### src/rtl/mx12_pf_pkg.sv
// mx12_pf_pkg: shared types and constants for the MX12 instruction prefetch unit.
package mx12_pf_pkg;

  // Bus-side fetch sequencer states.
  typedef enum logic [1:0] {
    ST_IDLE = 2'd0,
    ST_REQ  = 2'd1,
    ST_DATA = 2'd2,
    ST_CPL  = 2'd3
  } pf_state_e;

  localparam pf_state_e STATE_RST   = ST_IDLE;
  localparam logic      STALE_RST   = 1'b0;
  localparam int unsigned STALL_CNT_W = 16;

  // Saturating increment for the consume-stall counter.
  function automatic logic [STALL_CNT_W-1:0] sat_inc(input logic [STALL_CNT_W-1:0] v);
    return (v == '1) ? v : v + STALL_CNT_W'(1);
  endfunction

endpackage

### src/rtl/mx12_pf_fifo.sv
// mx12_pf_fifo: shift-register queue; entry 0 is always the head, so the
// head output comes straight from a flop. Flush beats push and pop.
module mx12_pf_fifo #(
  parameter int unsigned DEPTH = 4,
  parameter int unsigned WIDTH = 16
) (
  input  logic                   clk,
  input  logic                   rst_n,
  input  logic                   push,
  input  logic                   pop,
  input  logic                   flush,
  input  logic [WIDTH-1:0]       din,
  output logic [WIDTH-1:0]       head,
  output logic                   valid,
  output logic [$clog2(DEPTH):0] count
);

  localparam int unsigned CW = $clog2(DEPTH) + 1;
  localparam int unsigned IW = $clog2(DEPTH);

  logic [DEPTH-1:0][WIDTH-1:0] mem_q;
  logic [DEPTH-1:0][WIDTH-1:0] mem_d;
  logic [CW-1:0]               cnt_mid;
  logic [CW-1:0]               cnt_d;
  logic [IW-1:0]               wr_idx;
  logic                        do_pop;
  logic                        do_push;

  assign head = mem_q[0];

  // Next queue contents: pop shifts toward the head, push lands behind the survivors.
  always_comb begin
    do_pop  = pop && (count != '0);
    do_push = push && ((count != CW'(DEPTH)) || do_pop);
    cnt_mid = do_pop ? count - CW'(1) : count;
    wr_idx  = IW'(cnt_mid);
    mem_d   = do_pop ? (mem_q >> WIDTH) : mem_q;
    cnt_d   = cnt_mid;
    if (do_push) begin
      mem_d[wr_idx] = din;
      cnt_d         = cnt_mid + CW'(1);
    end
    if (flush) begin
      mem_d = '0;
      cnt_d = '0;
    end
  end

  // Queue storage, occupancy and non-empty flag.
  always_ff @(posedge clk or negedge rst_n) begin
    if (!rst_n) begin
      mem_q <= '0;
      count <= '0;
      valid <= 1'b0;
    end else begin
      mem_q <= mem_d;
      count <= cnt_d;
      valid <= (cnt_d != '0);
    end
  end

endmodule

### src/rtl/mx12_ins_prefetch.sv
// mx12_ins_prefetch: decoupled instruction prefetch keeping a QDEPTH-entry queue
// filled over the MX bus read-master port, one outstanding read at a time.
// Optional feature: define MX12_PF_STALL_CNT_EN to add the stall_cnt output.
module mx12_ins_prefetch
  import mx12_pf_pkg::*;
#(
  parameter int unsigned ADDR_WIDTH   = 8,
  parameter int unsigned DATA_WIDTH   = 8,
  parameter int unsigned REGBUS_WIDTH = 16,
  parameter int unsigned QDEPTH       = 4,
  parameter int unsigned INSP_INDEX   = 6
) (
  input  logic                                   clk,
  input  logic                                   rst,
  input  logic [REGBUS_WIDTH-1:0][DATA_WIDTH-1:0] reg_line,
  output logic                                   ins_rd_txn_start,
  output logic [ADDR_WIDTH-1:0]                  ins_rd_addr,
  input  logic                                   ins_rd_txn_ack,
  input  logic                                   ins_rd_ready,
  input  logic [DATA_WIDTH-1:0]                  ins_rd_data,
  input  logic                                   ins_rd_txn_cpl,
  input  logic                                   fetch_en,
  input  logic                                   redirect,
  input  logic                                   consume,
  output logic [DATA_WIDTH-1:0]                  insr,
  output logic [ADDR_WIDTH-1:0]                  insr_addr,
  output logic                                   insr_valid,
  output logic [$clog2(QDEPTH):0]                q_count
`ifdef MX12_PF_STALL_CNT_EN
  ,
  output logic [STALL_CNT_W-1:0]                 stall_cnt
`endif
);

  localparam int unsigned CW = $clog2(QDEPTH) + 1;
  localparam int unsigned EW = DATA_WIDTH + ADDR_WIDTH;

  pf_state_e             state;
  logic                  stale;
  logic [ADDR_WIDTH-1:0] fetch_ptr;
  logic [ADDR_WIDTH-1:0] insp;
  logic                  room;
  logic                  push;
  logic [EW-1:0]         head;
  logic                  unused_reg_bits;

  // Instruction pointer tap from the register bus.
  assign insp            = ADDR_WIDTH'(reg_line[INSP_INDEX]);
  assign unused_reg_bits = ^reg_line;

  // Every request reserves a slot; only one can be outstanding.
  assign room = (q_count < CW'(QDEPTH));
  assign push = (state == ST_DATA) && ins_rd_ready && !stale && !redirect;

  mx12_pf_fifo #(
    .DEPTH (QDEPTH),
    .WIDTH (EW)
  ) u_fifo (
    .clk   (clk),
    .rst_n (rst),
    .push  (push),
    .pop   (consume),
    .flush (redirect),
    .din   ({ins_rd_data, ins_rd_addr}),
    .head  (head),
    .valid (insr_valid),
    .count (q_count)
  );

  assign insr      = head[EW-1 -: DATA_WIDTH];
  assign insr_addr = head[ADDR_WIDTH-1:0];

  // Fetch sequencer: request, ack, data, completion; redirect marks an in-flight read stale.
  always_ff @(posedge clk or negedge rst) begin
    if (!rst) begin
      state            <= STATE_RST;
      stale            <= STALE_RST;
      fetch_ptr        <= '0;
      ins_rd_txn_start <= 1'b0;
      ins_rd_addr      <= '0;
    end else begin
      if (redirect) begin
        fetch_ptr <= insp;
      end else if (push) begin
        fetch_ptr <= fetch_ptr + ADDR_WIDTH'(1);
      end
      case (state)
        ST_IDLE: begin
          if (fetch_en && (redirect || room)) begin
            state            <= ST_REQ;
            ins_rd_txn_start <= 1'b1;
            ins_rd_addr      <= redirect ? insp : fetch_ptr;
          end
        end
        ST_REQ: begin
          if (redirect) stale <= 1'b1;
          if (ins_rd_txn_ack) begin
            ins_rd_txn_start <= 1'b0;
            state            <= ST_DATA;
          end
        end
        ST_DATA: begin
          if (redirect) stale <= 1'b1;
          if (ins_rd_ready) begin
            if (ins_rd_txn_cpl) begin
              state <= ST_IDLE;
              stale <= 1'b0;
            end else begin
              state <= ST_CPL;
            end
          end
        end
        ST_CPL: begin
          if (redirect) stale <= 1'b1;
          if (ins_rd_txn_cpl) begin
            state <= ST_IDLE;
            stale <= 1'b0;
          end
        end
        default: state <= ST_IDLE;
      endcase
    end
  end

`ifdef MX12_PF_STALL_CNT_EN
  // Cycles decode asked for an instruction that was not there.
  always_ff @(posedge clk or negedge rst) begin
    if (!rst) begin
      stall_cnt <= '0;
    end else if (redirect) begin
      stall_cnt <= '0;
    end else if (consume && !insr_valid) begin
      stall_cnt <= sat_inc(stall_cnt);
    end
  end
`endif

endmodule
### config.mk
export PLATFORM = sky130hd
export DESIGN_NAME = mx12_ins_prefetch
export DESIGN_NICKNAME = d
export VERILOG_FILES = /design/src/rtl/mx12_pf_pkg.sv /design/src/rtl/mx12_pf_fifo.sv /design/src/rtl/mx12_ins_prefetch.sv
export SDC_FILE = /design/constraint.sdc
export NUM_CORES = 1
export LEC_CHECK = 0
export ABC_AREA = 1
export ABC_CLOCK_PERIOD_IN_PS = 3300
export CAP_MARGIN = 20
export CORE_ASPECT_RATIO = 0.5
export CORE_MARGIN = 3
export CORE_UTILIZATION = 50
export CTS_CLUSTER_DIAMETER = 80
export CTS_CLUSTER_SIZE = 40
export DETAILED_ROUTE_END_ITERATION = 10
export HOLD_SLACK_MARGIN = 0.05
export PLACE_DENSITY = 0.95
export SLEW_MARGIN = 30
export SYNTH_ARGS = -nofsm -noshare
export SYNTH_HDL_FRONTEND = slang
export SYNTH_HIERARCHICAL = 1
export SYNTH_SLANG_ARGS = --single-unit
export TNS_END_PERCENT = 50
### constraint.sdc
create_clock -name clk -period 3.3 [get_ports clk]
set_input_delay 0.66 -clock clk [delete_from_list [all_inputs] [get_ports clk]]
set_output_delay 0.66 -clock clk [all_outputs]
set_load 0.01 [all_outputs]
==> flow_summary.json, run 1 <==
{
  "max_cap_violations": 0,
  "clkTransAtPathRegs_ns": 0.06,
  "drt-vias-per-instance": 5.22,
  "synth.ff_latch_count": 88,
  "antenna_found_initial": 0,
  "grt-ovfl-total": 0,
  "ant_nets": 0,
  "area_delta_synth_final_pct": 13.0,
  "cts_tree": "yes",
  "drc": 0,
  "cts_buffer_depth": 2,
  "cts.sinks": 88,
  "p_clk_share_pct": 27.1,
  "worst_clock_skew_ns": 0.00704,
  "post_cts_buffers": 0,
  "p_leak_nw": 2.99,
  "critical_path.top_delay_family": "buffers and inverters",
  "finalNetCount": 907,
  "io_buffers": 52,
  "die_y_um": 78.2,
  "peakVddDrop_mv": 0.347,
  "grt_usage_pct": 22.0,
  "num_rows": 25,
  "max_clock_freq_mhz": 378,
  "netlist.area_leader.share_pct": 42.2,
  "switching_share_pct": 39.0,
  "initialDrtViolationCount": 404,
  "p_switching_mw": 1.38,
  "coreArea_sq_um": 9790,
  "die_w_um": 150,
  "tightestPinTransition_ns": 0.620,
  "wire_per_inst_um": 13.6,
  "intPower_mw": 2.16,
  "hold_violations": 0,
  "insertedDiodeCount": 0,
  "power.density_nw_per_um2": 601,
  "grt_pass1_vias": 4379,
  "setup.worst_path.end_class": "register",
  "slew_violations": 0,
  "synth.largest_area_cell": "dfrtp_1",
  "ys_seq_area_share_pct": 42.2,
  "yosysWarnings": 6,
  "crit_type": "input pin to register",
  "period_minus_slack_ns": 2.64,
  "max_stage_delay_ns": 0.68,
  "max_slew_margin_pct": 58.7,
  "worstPathCellList": "clkdlybuf4s50_1 > nor2_1 > nand2_4 > inv_4 > nand2_2 > o21ai_0 > a21oi_1",
  "grt_pass1_wl_um": 20900,
  "netlist_area_sq_um": 5220,
  "status": "completed",
  "finalSetupViolations": 0,
  "firstDrtPassIters": 5,
  "grt_max_degree": 68,
  "gp_congestion": 0.847,
  "syn_inst": 741,
  "die_area_sq_um": 11800,
  "yosysUniqueCellTypes": 30,
  "path_max_fanout": 33,
  "totalWireLength_um": 12200,
  "dp_hpwl_um": 7600,
  "pwr-share-seq_pct": 39.5,
  "power.total_mw": 3.55,
  "cts-root-buf": "clkbuf_16",
  "tns_ns": 0,
  "syn_avg_cell_area_sq_um": 7.04,
  "cts-resized-gates": 0,
  "ios": 173,
  "postCtsHoldBufs": 0,
  "layout_commonest_cell": "nand2_1",
  "clk_latency_ns": 0.34,
  "vias": 4691,
  "required_ns": 3.49,
  "htreeDepth": 3,
  "rsz0062_at_grt": "no",
  "hold_class": "input pin to async pin",
  "drive_above_1_share_pct": 8.38,
  "worstPathArrival_ns": 2.84,
  "ys_top_cells_by_area": "dfrtp_1, nand2_1, nor2_1, inv_1, o21ai_0",
  "start_util_pct": 53.3,
  "startpoint_type": "input pin",
  "critPathBufInv": 2,
  "finalCritPeriodShare_pct": 80.1,
  "cts_buffers": 9,
  "final_cell_mix": "nand2_1, nor2_1, dfrtp_1",
  "comb_power_share_pct": 33.4,
  "crit_slowest_cell": "clkdlybuf4s50_1",
  "synthesis.nets": 889
}
final timing paths:
| check | endpoint | cells after the start | slack [ns] | start |
|---|---|---|---|---|
| min in group clk | fetch_ptr[6] | 2 | 0.51 | fetch_ptr[6] |
| worst max register to register | u_fifo/mem_q[57] | 10 | 0.92 | u_fifo/count[0] |
| worst max-delay path | u_fifo/mem_q[57] | 7 | 0.66 | redirect |
| worst min-delay path | u_fifo/mem_q[18] | 1 | 0.32 | rst |
| max in group asynchronous | ins_rd_addr[7] | 2 | 2.24 | rst |
| worst min register to register | fetch_ptr[6] | 2 | 0.51 | fetch_ptr[6] |
synth_stat cells:
master,count
nand2_1,252
nor2_1,104
dfrtp_1,88
inv_1,82
o21ai_0,54
buf_4,21
nand3_1,19
a21oi_1,17
nand4_1,17
buf_2,13
nand2_2,11
clkbuf_1,9
buf_6,8
inv_2,6
o21ai_1,6
nand2_4,5
ha_1,4
inv_4,3
nand3_4,3
nor2_4,3
o21a_1,3
o21ai_2,3
nor2_2,2
or2_2,2
a21oi_2,1
nand3_2,1
nand3b_1,1
nor2_8,1
o21bai_1,1
or2_1,1
power by group through the flow:
stage	Sequential [mW]	Combinational, mW	Clock, mW
final	1.40	1.18	0.962
after global routing	1.42	1.31	1.03
after CTS	1.40	1.18	0.975
after detailed placement	1.41	1.17	0
after global placement	1.41	1.13	0
after floorplan	1.39	0.804	0
kinds of logic (layout without fill, tap and decap cells):
logic type                 count (synthesis)  count (layout)  synth area share (%)
buffers and inverters                    142             165                  13.3
adders and majority gates                  4               4                 0.960
and+or+nand+nor                          422             422                  34.9
AOI/OAI and AO/OA                         85              85                  8.64
DFF                                       88              88                  42.2
area by class of cell:
class                   instances  area [sq um]
fillers                       791          3890
multi-input cells             511          2320
flip-flops and latches         88          2200
repair buffers                 58           576
inverters                      91           349
clock buffers                  10           239
well taps                     135           169
clock inverters                 6          43.8
state kept, by name, indices dropped and copies added, names as in the netlist:
name,count
u_fifo/mem_q,48
u_fifo/head,16
fetch_ptr,8
ins_rd_addr,8
u_fifo/count,3
state,2
ins_rd_txn_start,1
stale,1
u_fifo/valid,1
through the flow:
stage / setup WS, ns / area (sq um) / util (%) / hold slack (ns) / instances
after floorplan: 1.09 / 5220 / - / 0.364 / 741
after CTS: 0.730 / 5900 / 60.2 / 0.341 / 899
after detailed placement: 0.376 / 5610 / 57.3 / 0.497 / 883
final: 0.656 / 5900 / 60.2 / 0.323 / 899
after global routing: 0.477 / 5900 / 60.2 / 0.364 / 899
after global placement: 0.446 / 5610 / 57.3 / 0.483 / 883
per-layer routing:
layer / GRT usage [%] / wire length [um] / up-vias
li1: - / - / 2291
met1: 29.8 / 5300 / 2203
met2: 35.7 / 5810 / 179
met3: 4.61 / 951 / 18
met4: 6.57 / 177 / 0
met5: 0 / 0 / -
(Power assumes the default switching activity.)
==> run 2, diff against run 1 <==
--- a/config.mk
+++ b/config.mk
@@ -6,16 +6,16 @@
 export NUM_CORES = 1
 export LEC_CHECK = 0
 export ABC_AREA = 1
-export ABC_CLOCK_PERIOD_IN_PS = 3300
+export ABC_CLOCK_PERIOD_IN_PS = 2250
 export CAP_MARGIN = 20
 export CORE_ASPECT_RATIO = 0.5
 export CORE_MARGIN = 3
-export CORE_UTILIZATION = 50
+export CORE_UTILIZATION = 42
 export CTS_CLUSTER_DIAMETER = 80
 export CTS_CLUSTER_SIZE = 40
 export DETAILED_ROUTE_END_ITERATION = 10
 export HOLD_SLACK_MARGIN = 0.05
-export PLACE_DENSITY = 0.95
+export PLACE_DENSITY = 0.86
 export SLEW_MARGIN = 30
 export SYNTH_ARGS = -nofsm -noshare
 export SYNTH_HDL_FRONTEND = slang
==> constraint.sdc (replaced) <==
create_clock -name clk -period 2.25 [get_ports clk]
set_input_delay 0.45 -clock clk [delete_from_list [all_inputs] [get_ports clk]]
set_output_delay 0.45 -clock clk [all_outputs]
set_load 0.01 [all_outputs]
==> flow_summary.json, run 2 (synthesis results as in run 1) <==
{
  "status": "completed",
  "hold_slack_ns": 0.0841,
  "drt-vias-per-instance": 4.97,
  "insertedDiodeCount": 0,
  "p_leak_nw": 3.08,
  "grt_pass1_vias": 4492,
  "slew_violations": 0,
  "max_cap_violations": 0,
  "post_dp_cell_area_sq_um": 5810,
  "gp_congestion": 0.836,
  "num_rows": 28,
  "tns_ns": 0,
  "period_minus_slack_ns": 2.09,
  "layout_commonest_cell": "nand2_1",
  "regMostFlops": "u_fifo/mem_q",
  "comb_power_share_pct": 34.6,
  "final_cell_mix": "nand2_1, nor2_1, dfrtp_1",
  "cts.sinks": 88,
  "antenna_found_initial": 0,
  "critical_path.top_delay_family": "simple AND/OR/NAND/NOR gates",
  "post-route-util_pct": 51.1,
  "setup.worst_path.end_class": "register",
  "reg2reg_depth": 11,
  "power.density_nw_per_um2": 896,
  "worstPathArrival_ns": 2.29,
  "intPower_mw": 3.37,
  "cts-resized-gates": 0,
  "firstDrtPassIters": 5,
  "switching_share_pct": 38.5,
  "tightestPinTransition_ns": 0.536,
  "critPathBufInv": 2,
  "htreeDepth": 3,
  "worst_clock_skew_ns": 0.00967,
  "cts-root-buf": "clkbuf_16",
  "rsz0062_at_grt": "no",
  "largest_reg_flops": 48,
  "ios": 173,
  "dp_hpwl_um": 8200,
  "pwr-share-seq_pct": 37.3,
  "die_w_um": 164,
  "crit_slowest_cell": "dfrtp_1",
  "required_ns": 2.46,
  "rr_startpoint": "u_fifo/count[0]",
  "drive_above_1_share_pct": 9.68,
  "vias": 4674,
  "startpoint_type": "register",
  "cts_buffer_depth": 2,
  "worstPathCellList": "inv_1 > ha_2 > nand2_2 > nand2_2 > nand2_1 > nand2_1 > ha_1 > nand2_2 > buf_4 > o21ai_0 > a21oi_1",
  "hold_class": "input pin to async pin",
  "clk_latency_ns": 0.34,
  "dp.cells": 924,
  "path_max_fanout": 20,
  "cts_buffers": 9,
  "die_area_sq_um": 13900,
  "max_slew_margin_pct": 64.3,
  "area_delta_synth_final_pct": 17.3,
  "finalSetupViolations": 0,
  "p_switching_mw": 2.11,
  "p_clk_share_pct": 28.1,
  "postCtsHoldBufs": 0,
  "final_cells": 940,
  "die_y_um": 84.8,
  "peakVddDrop_mv": 0.407,
  "totalWireLength_um": 12700,
  "wire_per_inst_um": 13.5,
  "start_util_pct": 43.5,
  "crit_type": "register to register",
  "r2r-end": "u_fifo/mem_q[59]",
  "grt_usage_pct": 18.8,
  "drc": 0,
  "max_stage_delay_ns": 0.41,
  "cp-startpoint": "u_fifo/count[0]",
  "finalCritPeriodShare_pct": 92.7,
  "initialDrtViolationCount": 438,
  "max_clock_freq_mhz": 479,
  "coreArea_sq_um": 12000,
  "cpMostUsedCell": "nand2_2",
  "postLayoutCellArea_sq_um": 6120,
  "grt-ovfl-total": 0,
  "clkTransAtPathRegs_ns": 0.07,
  "ant_nets": 0,
  "reg2reg_slack_ns": 0.16,
  "post_cts_buffers": 0,
  "hold_violations": 0,
  "cts_tree": "yes",
  "finalNetCount": 918,
  "grt_pass1_wl_um": 21100,
  "io_buffers": 52,
  "grt_max_degree": 68
}
run 2: cell types whose count changed in the layout (fill, tap and decap cells not counted):
| cell | before | now |
|---|---|---|
| buf_4 | 6 | 11 |
| buf_12 | 1 | 7 |
| ha_1 | 4 | 3 |
| clkinv_2 | 2 | 0 |
| ha_2 | 0 | 1 |
| bufinv_16 | 0 | 1 |
| clkinv_4 | 2 | 1 |
| inv_6 | 1 | 2 |
| clkbuf_1 | 0 | 1 |
run 2: cell type report:
| type | count | area [sq um] |
|---|---|---|
| well taps | 165 | 206 |
| multi-input cells | 511 | 2320 |
| clock inverters | 5 | 63.8 |
| repair buffers | 69 | 733 |
| clock buffers | 11 | 243 |
| fillers | 1092 | 5860 |
| inverters | 91 | 349 |
| flip-flops and latches | 88 | 2200 |
run 2: per-stage QoR:
stage / total power, mW / setup WS, ns
6_report: 5.48 / 0.163
5_1_grt: 5.75 / 0.0134
4_1_cts: 5.49 / 0.111
3_5_place_dp: 3.92 / 0.0627
3_3_place_gp: 3.83 / 0.116
2_1_floorplan: 3.21 / 0.0367
run 2: layer usage:
layer / vias up / track usage, % / routed length [um]
met2: 161 / 31.6 / 6150
li1: 2315 / - / -
met5: - / 0 / 0
met3: 15 / 4.14 / 893
met1: 2183 / 24.5 / 5530
met4: 0 / 5.45 / 165
run 2: worst max path at each step:
stage | endpoint | depth (start not counted)
6_report | u_fifo/mem_q[59] | 11
5_1_grt | u_fifo/mem_q[55] | 11
2_1_floorplan | u_fifo/mem_q[59] | 12
3_3_place_gp | u_fifo/mem_q[58] | 9
4_1_cts | u_fifo/mem_q[59] | 11
3_5_place_dp | u_fifo/mem_q[40] | 9
run 2: power groups by stage:
| stage | clock network [mW] | logic (mW) | registers [mW] |
|---|---|---|---|
| after global routing | 1.63 | 2.06 | 2.07 |
| after floorplan | 0 | 1.18 | 2.03 |
| after global placement | 0 | 1.78 | 2.05 |
| after detailed placement | 0 | 1.85 | 2.06 |
| final | 1.54 | 1.90 | 2.04 |
| after CTS | 1.57 | 1.88 | 2.04 |
